## config.mk

```make
export PLATFORM = sky130hd
export DESIGN_NAME = ni_inject_arbiter
export DESIGN_NICKNAME = d
export VERILOG_FILES = /design/src/rtl/ni_inject_arbiter_pkg.sv /design/src/rtl/ni_inject_arbiter_rr_pick.sv /design/src/rtl/ni_inject_arbiter.sv
export SDC_FILE = /design/constraint.sdc
export NUM_CORES = 1
export LEC_CHECK = 0
export BUFFER_PORTS_ARGS = -buffer_cell sky130_fd_sc_hd__buf_2
export CAP_MARGIN = 40
export CORE_UTILIZATION = 49
export DETAILED_ROUTE_END_ITERATION = 16
export PLACE_DENSITY = 0.8
export SLEW_MARGIN = 0
export SYNTH_ARGS = -nofsm -noshare
export SYNTH_HDL_FRONTEND = slang
export SYNTH_SLANG_ARGS = --single-unit
```

## constraint.sdc

```tcl
create_clock -name clk -period 2.88 [get_ports clk]
set_input_delay 0.144 -clock clk [delete_from_list [all_inputs] [get_ports clk]]
set_output_delay 0.144 -clock clk [all_outputs]
set_load 0.02 [all_outputs]
```

## src/rtl/ni_inject_arbiter_pkg.sv

```systemverilog
// Shared constants for the NI injection arbiter: field sizes, flit layout and FSM encoding.
// Flit layout, MSB first: {parity, header, payload, dest}.
package ni_inject_arbiter_pkg;

  localparam int ADDR_SZ = 4;
  localparam int HDR_SZ  = 4;
  localparam int PL_SZ   = 8;
  localparam int FLIT_W  = HDR_SZ + PL_SZ + ADDR_SZ;

  localparam int FLIT_DEST_LSB = 0;
  localparam int FLIT_PL_LSB   = ADDR_SZ;
  localparam int FLIT_HDR_LSB  = ADDR_SZ + PL_SZ;
  localparam int FLIT_PAR_BIT  = FLIT_W - 1;

  typedef enum logic [1:0] {
    ST_IDLE = 2'd0,
    ST_LOAD = 2'd1,
    ST_SEND = 2'd2,
    ST_HOLD = 2'd3
  } arb_state_e;

endpackage

```

## src/rtl/ni_inject_arbiter_rr_pick.sv

```systemverilog
// Round-robin picker: first set request scanning upward from ptr, wrapping at N_SRC.
module ni_inject_arbiter_rr_pick #(
  parameter int N_SRC = 4,
  parameter int IDX_W = 2
) (
  input  logic [N_SRC-1:0] req,
  input  logic [IDX_W-1:0] ptr,
  output logic             any,
  output logic [IDX_W-1:0] idx
);

  logic [N_SRC-1:0] rot;

  // Rotate so bit 0 is the source at ptr; the lowest set bit of rot wins.
  assign rot = N_SRC'({req, req} >> ptr);

  always_comb begin
    int sum;
    any = 1'b0;
    idx = '0;
    sum = 0;
    for (int k = N_SRC - 1; k >= 0; k--) begin
      if (rot[k]) begin
        any = 1'b1;
        sum = int'(ptr) + k;
        if (sum >= N_SRC) sum = sum - N_SRC;
        idx = IDX_W'(sum);
      end
    end
  end

endmodule

```

## src/rtl/ni_inject_arbiter.sv

```systemverilog
// NI injection arbiter: round-robin share of one router injection port among N_SRC sources.
// Optional even parity in item_out MSB when NI_ARB_PARITY_EN is defined (otherwise MSB = 0).
//
//  state | meaning
//  IDLE  | waiting for any src_req; registers the round-robin winner
//  LOAD  | captures winner's flit, pulses its grant, drops self-addressed flits
//  SEND  | presents item_out; pulses req on the first cycle channel_busy is low
//  HOLD  | HOLD_CYC quiet cycles before the next arbitration
module ni_inject_arbiter
  import ni_inject_arbiter_pkg::*;
#(
  parameter int N_SRC    = 4,
  parameter int IDX_W    = 2,
  parameter int HOLD_CYC = 1
) (
  input  logic                          clk,
  input  logic                          reset_n,
  input  logic [ADDR_SZ-1:0]            id,
  input  logic [N_SRC-1:0]              src_req,
  input  logic [N_SRC*ADDR_SZ-1:0]      src_dest,
  input  logic [N_SRC*PL_SZ-1:0]        src_payload,
  input  logic [N_SRC*(HDR_SZ-1)-1:0]   src_hdr,
  output logic [N_SRC-1:0]              src_gnt,
  input  logic                          channel_busy,
  output logic                          req,
  output logic [FLIT_W-1:0]             item_out,
  output logic                          busy,
  output logic [15:0]                   sent_cnt,
  output logic [15:0]                   drop_cnt
);

  localparam logic [2:0] HOLD_LD = (HOLD_CYC == 0) ? 3'd0 : 3'(HOLD_CYC - 1);

  arb_state_e          state, state_nxt;
  logic [IDX_W-1:0]    win_idx, rr_ptr, pick_idx;
  logic                pick_any;
  logic [2:0]          hold_cnt;
  logic [ADDR_SZ-1:0]  win_dest;
  logic [PL_SZ-1:0]    win_pl;
  logic [HDR_SZ-2:0]   win_hdr;
  logic                win_self, par;
  logic [FLIT_W-1:0]   flit_nxt;

  ni_inject_arbiter_rr_pick #(.N_SRC(N_SRC), .IDX_W(IDX_W)) u_rr_pick (
    .req (src_req),
    .ptr (rr_ptr),
    .any (pick_any),
    .idx (pick_idx)
  );

  always_comb begin
    win_dest = '0;
    win_pl   = '0;
    win_hdr  = '0;
    for (int i = 0; i < N_SRC; i++) begin
      if (win_idx == IDX_W'(i)) begin
        win_dest = src_dest[i*ADDR_SZ +: ADDR_SZ];
        win_pl   = src_payload[i*PL_SZ +: PL_SZ];
        win_hdr  = src_hdr[i*(HDR_SZ-1) +: (HDR_SZ-1)];
      end
    end
  end

  assign win_self = (win_dest == id);

`ifdef NI_ARB_PARITY_EN
  assign par = ^{win_hdr, win_pl, win_dest};
`else
  assign par = 1'b0;
`endif

  always_comb begin
    flit_nxt = '0;
    flit_nxt[FLIT_DEST_LSB +: ADDR_SZ]  = win_dest;
    flit_nxt[FLIT_PL_LSB +: PL_SZ]      = win_pl;
    flit_nxt[FLIT_HDR_LSB +: HDR_SZ-1]  = win_hdr;
    flit_nxt[FLIT_PAR_BIT]              = par;
  end

  always_ff @(posedge clk or negedge reset_n) begin
    if (!reset_n) state <= ST_IDLE;
    else          state <= state_nxt;
  end

  always_comb begin
    state_nxt = state;
    unique case (state)
      ST_IDLE: if (pick_any) state_nxt = ST_LOAD;
      ST_LOAD: state_nxt = win_self ? ST_IDLE : ST_SEND;
      ST_SEND: if (!channel_busy) state_nxt = (HOLD_CYC == 0) ? ST_IDLE : ST_HOLD;
      ST_HOLD: if (hold_cnt == 3'd0) state_nxt = ST_IDLE;
      default: state_nxt = ST_IDLE;
    endcase
  end

  always_comb begin
    busy = (state != ST_IDLE);
    req  = (state == ST_SEND) && !channel_busy;
    for (int i = 0; i < N_SRC; i++) begin
      src_gnt[i] = (state == ST_LOAD) && (win_idx == IDX_W'(i));
    end
  end

  always_ff @(posedge clk or negedge reset_n) begin
    if (!reset_n) begin
      win_idx  <= '0;
      rr_ptr   <= '0;
      hold_cnt <= '0;
      item_out <= '0;
      sent_cnt <= '0;
      drop_cnt <= '0;
    end else begin
      if (state == ST_IDLE && pick_any) win_idx <= pick_idx;
      if (state == ST_LOAD) begin
        item_out <= flit_nxt;
        rr_ptr   <= (win_idx == IDX_W'(N_SRC - 1)) ? '0 : win_idx + 1'b1;
        if (win_self && drop_cnt != 16'hFFFF) drop_cnt <= drop_cnt + 16'd1;
      end
      if (state == ST_SEND && !channel_busy) begin
        hold_cnt <= HOLD_LD;
        if (sent_cnt != 16'hFFFF) sent_cnt <= sent_cnt + 16'd1;
      end
      if (state == ST_HOLD && hold_cnt != 3'd0) hold_cnt <= hold_cnt - 3'd1;
    end
  end

endmodule

```

==> impl_metrics.yaml <==
outcome:
  run_status: "finished, final reports clean"
finish:
  n_fill_cell: 521
  n_antenna_cell: 0
  layout-drive-gt1-share_pct: 32.8
  nNetsFinal: 546
  fin_cells: 542
  final_cell_area_sq_um: 3960
  area_growth_pct: 24.5
power:
  powerDensity_nw_per_um2: 831
  peakVddDrop_mv: 0.485
  seq_power_share_pct: 35.2
  clkPwrFrac_pct: 12.0
  p_comb_share_pct: 52.7
  net-switching-power_uw: 1500
  internal_power_uw: 1790
  netSwitchingFraction_pct: 45.5
  p_leak_uw: 0.00200
logic_synthesis:
  synthCells: 345
  synth_area_per_cell_sq_um: 9.22
  synth_top_area_share_pct: 44.0
  ys_seq_area_share_pct: 44.0
  ys_ff_latch: 56
  yosysWarnings: 0
  synth_common_cells: "56 x dfrtp_1, 35 x nor2_1, 34 x nand2_1, 28 x xnor2_1, 26 x a21oi_1"
  synth_cell_types: 52
  syn_area_sq_um: 3180
  synth_ff_type: "dfrtp_1"
  synthArstFlopShare_pct: 100
  yosysTopAreaCell: "dfrtp_1"
  yosys.cell_count.top_type: "dfrtp_1"
  syn_nets: 424
  synth_edf_count: 0
  synth_area_leaders: "dfrtp_1 44%, xnor2_1 7.7%, nor2_1 4.1%, a21oi_1 4.1%, nand2_1 4.0%"
sta:
  slew_headroom_pct: 48.0
  slew_violations: 0
  setup_tns_ns: 0
  setup-violations-final: 0
  hold_ws_ns: 0.126
  period_needed_ns: 2.68
  rsz0062_at_grt: "no"
  fin_skew_ns: 0.0126
  tightest_slew_ns: 0.770
  fmax_ghz: 0.374
  hold_violations: 0
  finalCritPeriodShare_pct: 92.9
clocking:
  cts_tree: "built"
  cts.repair.resized: 0
  cts_max_path_buffers: 2
  htreeDepth: 2
  cts_sinks: 56
  cts_inserted_buffers: 5
  cts_root_buf: "clkbuf_8"
  clk_pin_slew_ns: 0.10
  clkLatencyLatePin_ns: 0.30
die:
  ioPinCount: 125
  placementRows: 28
  dieHeight_um: 82.6
  die_area_sq_um: 6820
  die_x_um: 82.6
  start_util_pct: 52.2
  core_area_sq_um: 6100
critical_path:
  critPathRequiredTime_ns: 3.06
  path_max_fanout: 14
  ff2ff_setup_slack_ns: 0.20
  arrival_ns: 2.85
  endpoint_kind: "register"
  worstSetupPathType: "reg -> reg"
  crit_path_start_kind: "register"
grt:
  grt_pass1_vias: 2706
  grt_max_degree: 40
  overflow: 0
  grt_util_all_layers_pct: 22.9
  antenna_found_initial: 0
  grt_pass1_wl_um: 11900
min_path:
  hold_path_class: "in -> reg"
drt:
  wl_um: 7640
  vias: 2898
  vias_per_cell: 5.35
  drt-pass1-iter-count: 4
  drtIter0Drc: 88
  drc_errors: 0
  ant_nets: 0
  wl_per_cell_um: 14.1
placement:
  gp_congestion: 0.889
  placed_area_sq_um: 3870
  dp_hpwl_um: 5890
  io_buffer_count: 123
  dp_cells: 534
job:
  maxCapViolCount: 0
critical path: stages (launching register included):
cell	delay, ns
dfrtp_1	0.42
inv_1	0.12
ha_1	0.22
nor2b_2	0.48
a221oi_1	0.23
o21ai_1	0.25
nand3b_4	0.12
nor3_4	0.17
buf_4	0.25
nand4_1	0.15
xnor2_1	0.15
state kept, by name, indices dropped and copies added, names as in the netlist, named ones only:
register,cells
rr_ptr,2
state,1
drop_cnt,16
item_out,15
hold_cnt,3
sent_cnt,16
win_idx,2
final timing paths:
path | from | end | cells past startpoint
max | win_idx[0] | drop_cnt[7] | 10
min | src_payload[31] | item_out[11] | 3
min reg2reg | item_out[10] | item_out[10] | 2
max in group asynchronous | reset_n | sent_cnt[2] | 4
min in group asynchronous | reset_n | rr_ptr[1] | 2
max reg2reg | win_idx[0] | drop_cnt[7] | 10
power groups by stage:
stage	combinational, uW	clock, uW	sequential, uW
2_1_floorplan	1090	0	1310
3_3_place_gp	1670	0	1160
3_5_place_dp	1730	0	1170
4_1_cts	1740	405	1160
5_1_grt	1920	440	1190
6_report	1740	395	1160
timing repair:
action / CTS / global route
buffers inserted: 0 / 0
hold buffers: 1 / 0
endpoints found under the hold margin: 45 / 0
logic make-up (layout without fill, tap and decap cells):
kind of cell    after synthesis  after routing  share of synthesized area (%)
other cells                   1              1                          0.118
mux                           3              3                           1.02
flops                        56             56                           44.0
compound gates               80             80                           15.6
fa+ha+maj                     8              8                           3.15
simple gates                132            132                           22.2
xor+xnor                     33             33                           9.32
buf+inv                      32            154                           4.56
cell type report:
class                      instances  area, sq um  area share, %
clock buffer                       6         72.6           1.83
timing repair buffer             132          698           17.6
clock inverter                     1         5.00          0.126
inverter                          15         56.3           1.42
tap                               75         93.8           2.37
sequential                        56         1400           35.4
multi-input combinational        257         1640           41.3
layer usage:
| layer | up-vias | track usage [%] | share of wire [%] |
|---|---|---|---|
| met1 | 1371 | 28.0 | 43 |
| met4 | 0 | 5.52 | 1.2 |
| met3 | 10 | 5.71 | 5.0 |
| met5 | - | 0 | 0 |
| met2 | 79 | 40.5 | 50 |
| li1 | 1438 | - | - |
through the flow:
stage	utilization, %	power [uW]	setup WS (ns)
floorplan	-	2390	0.530
global placement	63.2	2830	0.399
detailed placement	63.6	2900	0.252
CTS	65.0	3300	0.229
global route	65.0	3550	0.0342
finish	65.0	3290	0.204
cells in the final DEF (no fill, tap or decap), types with 3 or more instances in the layout:
master      n
nand4_1    10
ha_1        8
a21oi_1    26
xnor2_1    28
nand3_1    15
and2_1      6
and3_1      7
buf_2     123
nor2b_1     3
buf_4       7
a22oi_1    11
clkbuf_8    5
nor2_1     35
dfrtp_1    56
o22ai_1     3
a22o_1      3
xor2_1      4
o21ai_0    22
inv_1      15
nand3_2     5
nand2_1    34
Note: power is estimated with default switching activity, not from simulation.
